[src/rtl/cpu_multicycle.sv]
// Multi-cycle MIPS-subset core with one shared req/ack memory port.
// Any fault (overflow, misaligned access, illegal instruction) parks the core in HALT until reset.
module cpu_multicycle #(
   parameter logic [31:0] RESET_PC         = 32'h0000_0000,
   parameter int          ADDR_WIDTH       = 32,
   parameter bit          TRAP_ON_OVERFLOW = 1'b1
) (
   input  logic                  clk,
   input  logic                  reset,
   output logic                  mem_req,
   output logic                  mem_we,
   output logic [ADDR_WIDTH-1:0] mem_addr,
   output logic [31:0]           mem_wdata,
   input  logic [31:0]           mem_rdata,
   input  logic                  mem_ack,
   output logic                  halted,
   output logic [31:0]           pc_out,
   output logic                  retired
);

   typedef enum logic [2:0] {
      S_FETCH, S_DECODE, S_EXEC, S_MEM, S_WB, S_HALT
   } state_t;

   localparam logic [5:0] OP_RTYPE = 6'h00, OP_J = 6'h02, OP_JAL = 6'h03, OP_BNE = 6'h05,
                          OP_ADDI  = 6'h08, OP_XORI = 6'h0E, OP_LW = 6'h23, OP_SW = 6'h2B;
   localparam logic [5:0] FN_JR = 6'h08, FN_ADD = 6'h20, FN_SUB = 6'h22, FN_SLT = 6'h2A;

   state_t      state_q, state_d;
   logic [31:0] pc_q, pc_d, ir_q, ir_d, a_q, a_d, b_q, b_d, pc4_q, pc4_d, alu_q, alu_d;
   logic        retired_q, retired_d;
   logic [31:0] rf_q [32];
   logic [31:0] rf_d [32];

   logic        rf_we;
   logic [4:0]  rf_waddr;
   logic [31:0] rf_wdata;

   logic [5:0]  op, funct;
   logic [4:0]  rs, rt, rd, shamt;
   logic [15:0] imm;
   logic [25:0] target;
   logic [31:0] sext_imm, zext_imm, br_off, jmp_tgt;
   logic [31:0] sum_ab, diff_ab, sum_ai;
   logic        ovf_add, ovf_sub, ovf_addi;
   logic        is_rtype, is_add, is_sub, is_slt, is_jr, is_addi, is_xori;
   logic        is_lw, is_sw, is_bne, is_j, is_jal, is_legal;

   assign op     = ir_q[31:26];
   assign rs     = ir_q[25:21];
   assign rt     = ir_q[20:16];
   assign rd     = ir_q[15:11];
   assign shamt  = ir_q[10:6];
   assign funct  = ir_q[5:0];
   assign imm    = ir_q[15:0];
   assign target = ir_q[25:0];

   assign sext_imm = {{16{imm[15]}}, imm};
   assign zext_imm = {16'h0000, imm};
   assign br_off   = {sext_imm[29:0], 2'b00};
   assign jmp_tgt  = {pc4_q[31:28], target, 2'b00};

   assign sum_ab  = a_q + b_q;
   assign diff_ab = a_q - b_q;
   assign sum_ai  = a_q + sext_imm;
   assign ovf_add  = (a_q[31] == b_q[31])      && (sum_ab[31]  != a_q[31]);
   assign ovf_sub  = (a_q[31] != b_q[31])      && (diff_ab[31] != a_q[31]);
   assign ovf_addi = (a_q[31] == sext_imm[31]) && (sum_ai[31]  != a_q[31]);

   // R-type encodings with a nonzero shift amount are treated as illegal.
   assign is_rtype = (op == OP_RTYPE) && (shamt == 5'd0);
   assign is_add   = is_rtype && (funct == FN_ADD);
   assign is_sub   = is_rtype && (funct == FN_SUB);
   assign is_slt   = is_rtype && (funct == FN_SLT);
   assign is_jr    = is_rtype && (funct == FN_JR);
   assign is_addi  = (op == OP_ADDI);
   assign is_xori  = (op == OP_XORI);
   assign is_lw    = (op == OP_LW);
   assign is_sw    = (op == OP_SW);
   assign is_bne   = (op == OP_BNE);
   assign is_j     = (op == OP_J);
   assign is_jal   = (op == OP_JAL);
   assign is_legal = is_add | is_sub | is_slt | is_jr | is_addi | is_xori |
                     is_lw | is_sw | is_bne | is_j | is_jal;

   always_ff @(posedge clk) begin
      if (reset) begin
         state_q   <= S_FETCH;
         pc_q      <= RESET_PC;
         ir_q      <= '0;
         a_q       <= '0;
         b_q       <= '0;
         pc4_q     <= '0;
         alu_q     <= '0;
         retired_q <= 1'b0;
         for (int i = 0; i < 32; i++) rf_q[i] <= '0;
      end else begin
         state_q   <= state_d;
         pc_q      <= pc_d;
         ir_q      <= ir_d;
         a_q       <= a_d;
         b_q       <= b_d;
         pc4_q     <= pc4_d;
         alu_q     <= alu_d;
         retired_q <= retired_d;
         rf_q      <= rf_d;
      end
   end

   always_comb begin
      rf_d = rf_q;
      if (rf_we && (rf_waddr != 5'd0)) rf_d[rf_waddr] = rf_wdata;
   end

   // pc only moves when an instruction retires, so a trap leaves it on the faulting instruction.
   always_comb begin
      state_d   = state_q;
      pc_d      = pc_q;
      ir_d      = ir_q;
      a_d       = a_q;
      b_d       = b_q;
      pc4_d     = pc4_q;
      alu_d     = alu_q;
      retired_d = 1'b0;
      rf_we     = 1'b0;
      rf_waddr  = 5'd0;
      rf_wdata  = '0;
      case (state_q)
         S_FETCH: begin
            if (pc_q[1:0] != 2'b00) begin
               state_d = S_HALT;
            end else if (mem_ack) begin
               ir_d    = mem_rdata;
               state_d = S_DECODE;
            end
         end
         S_DECODE: begin
            a_d     = (rs == 5'd0) ? 32'h0 : rf_q[rs];
            b_d     = (rt == 5'd0) ? 32'h0 : rf_q[rt];
            pc4_d   = pc_q + 32'd4;
            state_d = is_legal ? S_EXEC : S_HALT;
         end
         S_EXEC: begin
            if (is_add || is_sub || is_addi) begin
               if (TRAP_ON_OVERFLOW && ((is_add && ovf_add) || (is_sub && ovf_sub) ||
                                        (is_addi && ovf_addi))) begin
                  state_d = S_HALT;
               end else begin
                  alu_d   = is_add ? sum_ab : (is_sub ? diff_ab : sum_ai);
                  state_d = S_WB;
               end
            end else if (is_slt) begin
               alu_d   = {31'd0, $signed(a_q) < $signed(b_q)};
               state_d = S_WB;
            end else if (is_xori) begin
               alu_d   = a_q ^ zext_imm;
               state_d = S_WB;
            end else if (is_lw || is_sw) begin
               alu_d   = sum_ai;
               state_d = (sum_ai[1:0] != 2'b00) ? S_HALT : S_MEM;
            end else if (is_bne || is_j || is_jal || is_jr) begin
               if (is_bne)     pc_d = (a_q != b_q) ? pc4_q + br_off : pc4_q;
               else if (is_jr) pc_d = a_q;
               else            pc_d = jmp_tgt;
               if (is_jal) begin
                  rf_we    = 1'b1;
                  rf_waddr = 5'd31;
                  rf_wdata = pc4_q;
               end
               retired_d = 1'b1;
               state_d   = S_FETCH;
            end else begin
               state_d = S_HALT;
            end
         end
         S_MEM: begin
            if (mem_ack) begin
               if (is_sw) begin
                  pc_d      = pc4_q;
                  retired_d = 1'b1;
                  state_d   = S_FETCH;
               end else begin
                  alu_d   = mem_rdata;
                  state_d = S_WB;
               end
            end
         end
         S_WB: begin
            rf_we     = 1'b1;
            rf_waddr  = (op == OP_RTYPE) ? rd : rt;
            rf_wdata  = alu_q;
            pc_d      = pc4_q;
            retired_d = 1'b1;
            state_d   = S_FETCH;
         end
         default: state_d = S_HALT;
      endcase
   end

   always_comb begin
      logic [31:0] addr_full;
      mem_req   = !reset && (((state_q == S_FETCH) && (pc_q[1:0] == 2'b00)) || (state_q == S_MEM));
      mem_we    = !reset && (state_q == S_MEM) && is_sw;
      addr_full = (state_q == S_MEM) ? alu_q : pc_q;
      mem_addr  = addr_full[ADDR_WIDTH-1:0];
      mem_wdata = b_q;
      halted    = (state_q == S_HALT);
      pc_out    = pc_q;
      retired   = retired_q;
   end

endmodule

[config.mk]
export PLATFORM = sky130hd
export DESIGN_NAME = cpu_multicycle
export DESIGN_NICKNAME = d
export VERILOG_FILES = /design/src/rtl/cpu_multicycle.sv
export SDC_FILE = /design/constraint.sdc
export NUM_CORES = 2
export LEC_CHECK = 0
export BUFFER_PORTS_ARGS = -buffer_cell sky130_fd_sc_hd__buf_2
export CAP_MARGIN = 5
export CELL_PAD_IN_SITES_DETAIL_PLACEMENT = 0
export CELL_PAD_IN_SITES_GLOBAL_PLACEMENT = 1
export CORE_MARGIN = 2
export CORE_UTILIZATION = 32
export CTS_CLUSTER_SIZE = 40
export DETAILED_ROUTE_END_ITERATION = 10
export PLACE_DENSITY = 0.61
export SLEW_MARGIN = 15
export SYNTH_ARGS = -nofsm -noshare
export SYNTH_HDL_FRONTEND = slang
export SYNTH_SLANG_ARGS = --single-unit
[constraint.sdc]
create_clock -name clk -period 4.47 [get_ports clk]
set_input_delay 0.2235 -clock clk [delete_from_list [all_inputs] [get_ports clk]]
set_output_delay 0.2235 -clock clk [all_outputs]
set_load 0.1 [all_outputs]
# Word-level counts from Yosys, hierarchy flattened

Cells that the tools add are included.

$add $sub $neg: 5
Magnitude comparators: 5
Eq/ne operators: 34
Multiplexer cells: 76
Bitwise operators: 15
Reductions and logical operators: 42

Operator list:

| kind                                                                  | count |
|---|---|
| 32-bit two-way mux                                                    | 33 |
| 1024-bit bitwise mux                                                  | 1 |
| 32-bit binary-select mux with 5-bit select                            | 2 |
| 32-bit demux with 5-bit select                                        | 1 |
| 32-bit one-hot mux with 2 select lines                                | 2 |
| 32-bit adder                                                          | 3 |
| 32-bit one-hot mux with 3 select lines                                | 1 |
| 5-bit two-way mux                                                     | 7 |
| 3-bit two-way mux                                                     | 11 |
| 32-bit by 3-bit adder with 32-bit output, second input constant       | 1 |
| 32-bit < comparator                                                   | 1 |
| 32-bit != test                                                        | 1 |
| 32-bit subtractor                                                     | 1 |
| 32-bit by 16-bit bitwise XOR with 32-bit output                       | 1 |
| 6-bit equality test, second input constant                            | 5 |
| 6-bit by 4-bit equality test with 1-bit output, second input constant | 3 |
| 6-bit >= comparator, second input constant                            | 3 |
| 5-bit NOT with 6-bit output                                           | 3 |
| 1-bit logical AND                                                     | 17 |
| 2-bit != test, second input constant                                  | 8 |
| 5-bit zero test                                                       | 3 |
| 3-bit one-hot mux with 5 select lines                                 | 1 |
| 1-bit two-way mux                                                     | 14 |
| 6-bit by 2-bit equality test with 1-bit output, second input constant | 2 |
| 26 further kinds                                                      | 52 |

Register bits: 1,220
Bits of input ports: 35
Output and inout port bits: 100
Word-level logic and storage cells: 217

# Depth between registers and ports, before layout

Depth after elaboration: 16
Mapped depth: 16

# Least setup slack after synthesis

No wires, ideal clock.

Path kind: register -> output
Start point: reg state_q[1]
End point: out mem_addr[29]
Data arrival time: 3,771 ps
Data required time: 4,247 ps
Path slack: 476 ps
Cell stages (with the launch flop): 8
Buffers on the path: 4
Path through: dfxtp_1 -> clkbuf_1 -> nand2_1 -> or2_2 -> clkbuf_1 -> clkbuf_1 -> clkbuf_1 -> o21ai_0

Cells in the longest elaborated chain, start to end: 2

RTL lines:

| element                                        | line | RTL |
|---|---|---|
| from (decl)                                    | 29   | `state_t state_q, state_d;` |
| from (signal assigned)                         | 98   | `state_q <= state_d;` |
| 3-bit by 2-bit equality test with 1-bit output | 204  | `addr_full = (state_q == S_MEM) ? alu_q : pc_q;` |
| 32-bit two-way mux                             | 204  |  |
| to (decl)                                      | 12   | `output logic [ADDR_WIDTH-1:0] mem_addr,` |

No other way between the ends.

# Worst setup path after layout

Start point: reg a_q[1]
End point: reg alu_q[26]

Cells in the longest elaborated chain, start to end: 8
Elaborated cells between the ends (all ways): 24

RTL lines:

| element                                                  | line   | RTL |
|---|---|---|
| from (decl)                                              | 30     | `logic [31:0] pc_q, pc_d, ir_q, ir_d, a_q, a_d, b_q, b_d, pc4_q, pc4_d, alu_q, alu_d;` |
| from (signal assigned)                                   | 91     | `a_q <= '0;` |
| from (signal assigned)                                   | 101    | `a_q <= a_d;` |
| 32-bit adder / 32-bit subtractor (equally long branches) | 63, 64 |  |
| 1-bit != test (on tied branches)                         | 66, 67 |  |
| 1-bit logical AND (on tied branches)                     | 66, 67 |  |
| 1-bit logical AND                                        | 145    | `if (TRAP_ON_OVERFLOW && ((is_add && ovf_add) \|\| (is_sub && ovf_sub) \|\|` |
| 1-bit logical OR (2 in series)                           | 145    |  |
| 3-bit != test (no line)                                  | n/a    |  |
| 5-bit AND reduction (no line)                            | n/a    |  |
| to (signal assigned)                                     | 104    | `alu_q <= alu_d;` |
| to (decl)                                                | 30     |  |

Parallel ways exist; a longest one is shown, timed or not. The select of a mux whose other input is x is not followed.
A chain may end at the register's enable or synchronous reset.

==> metrics <==
Crit path buffers/inverters=1; post-detail-place hpwl=183 mm; Leakage=0.0242 µW; overall routing resource usage=26.0%; core area=205000 µm²; crit path max-delay cell type=a31oi_1; hold endpoint=ir_q[5]; Seq cells post-synth=1220; Placement Cell Area=70700 µm²; Setup Skew=0.0489 ns; crit path capture type=register; layout net count=7063; number of global-route vias before repair=55214; maximum number of pins on one net before global-route repair=211; CP max stage delay=0.57 ns; DRC marker count from the first detailed-route iteration=6197; HP Class=in -> reg; Worst VDD drop=455 µV; critical path, cell by cell=inv_1, fa_1, o21bai_1, a2111oi_2, o21ai_0, o2111ai_1, a31oi_1, a211oi_1, o21ba_2, mux2i_1, and3_1, nor4_1, a2111oi_1; antenna viol nets, final=0; gr ovfl total=0; commonest non-fill, non-tap cell in the layout=nor2_1; TritonRoute pass-1 iters=6; reg2reg setup slack=0.22 ns; Synth Warn #=0; Fmax=235 MHz; first-pass GRT wire length=405 mm; Startpoint Class=register; FP Rows=166; routed len/inst=28.8 µm; Initial Util=32.2%; Crit Path Max Fanout=8; Slew HR=21.4%; Post-CTS Setup Inserts=0; CTS tree=yes; P per Cell Area=456 nW/µm²; CTS Buffer Depth=3; Synth async-reset ratio=0%; I/O Buffers=134; synth unique cells=82; drc violations=0; clk root buf=clkbuf_16; HP Start=mem_rdata[5]; delay-heaviest family, CP=compound AO/OA/AOI/OAI gates; number of flops mapped to enable cells by yosys=0; Hold-fix buffers, CTS=57; PostCTS Resize Cnt=0; CP Class=reg -> reg; Max Transition Viols Final=0; multi-input logic area=38900 µm²; Worst-Skew Late Latency=0.84 ns; Setup TNS=0 ns; total CTS buffers=144; worst r2r src=a_q[1]; reg2reg path depth=13; Inst Count DP=9385; share of layout cells above drive strength 1=19.0%; GPL Wtd Cong=0.965; Non-Filler Instances=9711; ys flop type=dfxtp_1; Arrival @ worst endpoint=4.96 ns; worst hold slack=0.253 ns; synthesized area=66000 µm²; Routed WL=280 mm; Avg Cell Area, Syn=9.42 µm²; Hold Crit Depth=4; Final Hold Viols=0; Tmin final=4.25 ns; most frequent cells in the layout=nor2_1, dfxtp_1, a211oi_1; Fill cells=20551; Die Height=458 µm; Layout area overhead=15.6%; Storage cell area=24500 µm²; via/cell ratio=5.95; CP required=5.18 ns; post-synthesis sequential area ratio=37.0%; RSZ-0062 raised after global routing=no; RR Endpoint=alu_q[26]; via count=57748; initial antenna violation count=8; depth of the CTS H-tree=4; status=complete, no violations; Tightest Pin Transition=1.18 ns; synthesized instance count=7003; I/O pin total=135; full die area=210000 µm²; Clock Sinks=1220; Die X=458 µm; Core Util, Final=37.3%; final setup fails=0; final instance area=76300 µm²; Post-Syn Nets=7166; clock slew at reported path FFs=0.07 ns; Tcrit/Tclk final=95.0%; max cap viols=0
kinds of logic (layout without fill, tap and decap cells):
kind of cell    count (synthesis)  after routing  share of synthesized area (%)
fa+ha+maj                     128            128                           2.47
xor+xnor                      111            111                           1.47
buf+inv                       841            856                           4.91
mux                           719            719                           20.2
other cells                     0              5                              0
simple gates                 2033           2033                           12.8
flops                        1220           1220                           37.0
compound gates               1951           1951                           21.1
Yosys cell counts (35+ instances only):
| cell | n | area share, % |
|---|---|---|
| a211oi_1 | 1112 | 13 |
| a21o_1 | 36 | 0.41 |
| a21oi_1 | 289 | 2.2 |
| a221oi_1 | 85 | 1.1 |
| a22oi_1 | 38 | 0.43 |
| buf_1 | 44 | 0.25 |
| buf_2 | 63 | 0.48 |
| clkbuf_1 | 635 | 3.6 |
| dfxtp_1 | 1220 | 37 |
| ha_1 | 124 | 2.4 |
| inv_1 | 98 | 0.56 |
| mux2_2 | 56 | 0.96 |
| mux2i_1 | 177 | 2.7 |
| mux4_2 | 486 | 17 |
| nand2_1 | 354 | 2.0 |
| nand2b_1 | 35 | 0.33 |
| nand3_1 | 59 | 0.45 |
| nor2_1 | 1318 | 7.5 |
| nor2b_1 | 56 | 0.53 |
| nor3_1 | 72 | 0.55 |
| o21ai_0 | 105 | 0.80 |
| o221ai_1 | 53 | 0.70 |
| o22ai_1 | 45 | 0.43 |
| xnor2_1 | 67 | 0.89 |
| xor2_1 | 44 | 0.58 |
final cells by class:
type,instances,share of cell area [%]
multi-input combinational,4942,50.9
sequential,1220,32.1
timing repair buffer,494,5.56
clock buffer,212,5.46
tap,2688,4.41
clock inverter,52,1.07
inverter,98,0.482
antenna,5,0.0164
sequential cells by signal (all words and copies together), names as in the netlist:
signal and count:
rf_q 1024, a_q 32, alu_q 32, ir_q 32, mem_wdata 32, pc4_q 32, pc_out 32, state_q 3
retired 1
per-stage QoR:
step | total power (µW) | setup WS, ns
detailed placement | 22300 | 0.412
floorplan | 18400 | 0.476
global route | 35900 | 0.0643
global placement | 22400 | 0.422
CTS | 34900 | 0.386
finish | 34800 | 0.223
how the worst max path moves through the flow:
stage,start,end,slack [ns],cells after the start
global placement,a_q[0],alu_q[26],0.42,14
CTS,a_q[1],alu_q[26],0.39,13
global route,mem_wdata[8],alu_q[20],0.06,15
floorplan,state_q[1],mem_addr[29],0.48,7
finish,a_q[1],alu_q[26],0.22,13
detailed placement,a_q[0],alu_q[26],0.41,14
tightest hold or removal path: cells and delay by family:
family          cells  cell delay, ns
compound gates      1            0.07
buf+inv             2            0.67
simple gates        1            0.05
per-layer routing:
metal  global-route usage, %  wire length [µm]
met5                       0                30
met4                    9.24             10400
met3                    3.99             18400
met2                    40.7            126000
met1                    36.3            125000
where the power goes:
part / switching (µW) / total (µW) / internal (µW)
Sequential: 830 / 12100 / 11200
Clock: 5260 / 12500 / 7200
Combinational: 7110 / 10200 / 3130
No activity file was read; power rests on OpenSTA's default activity.
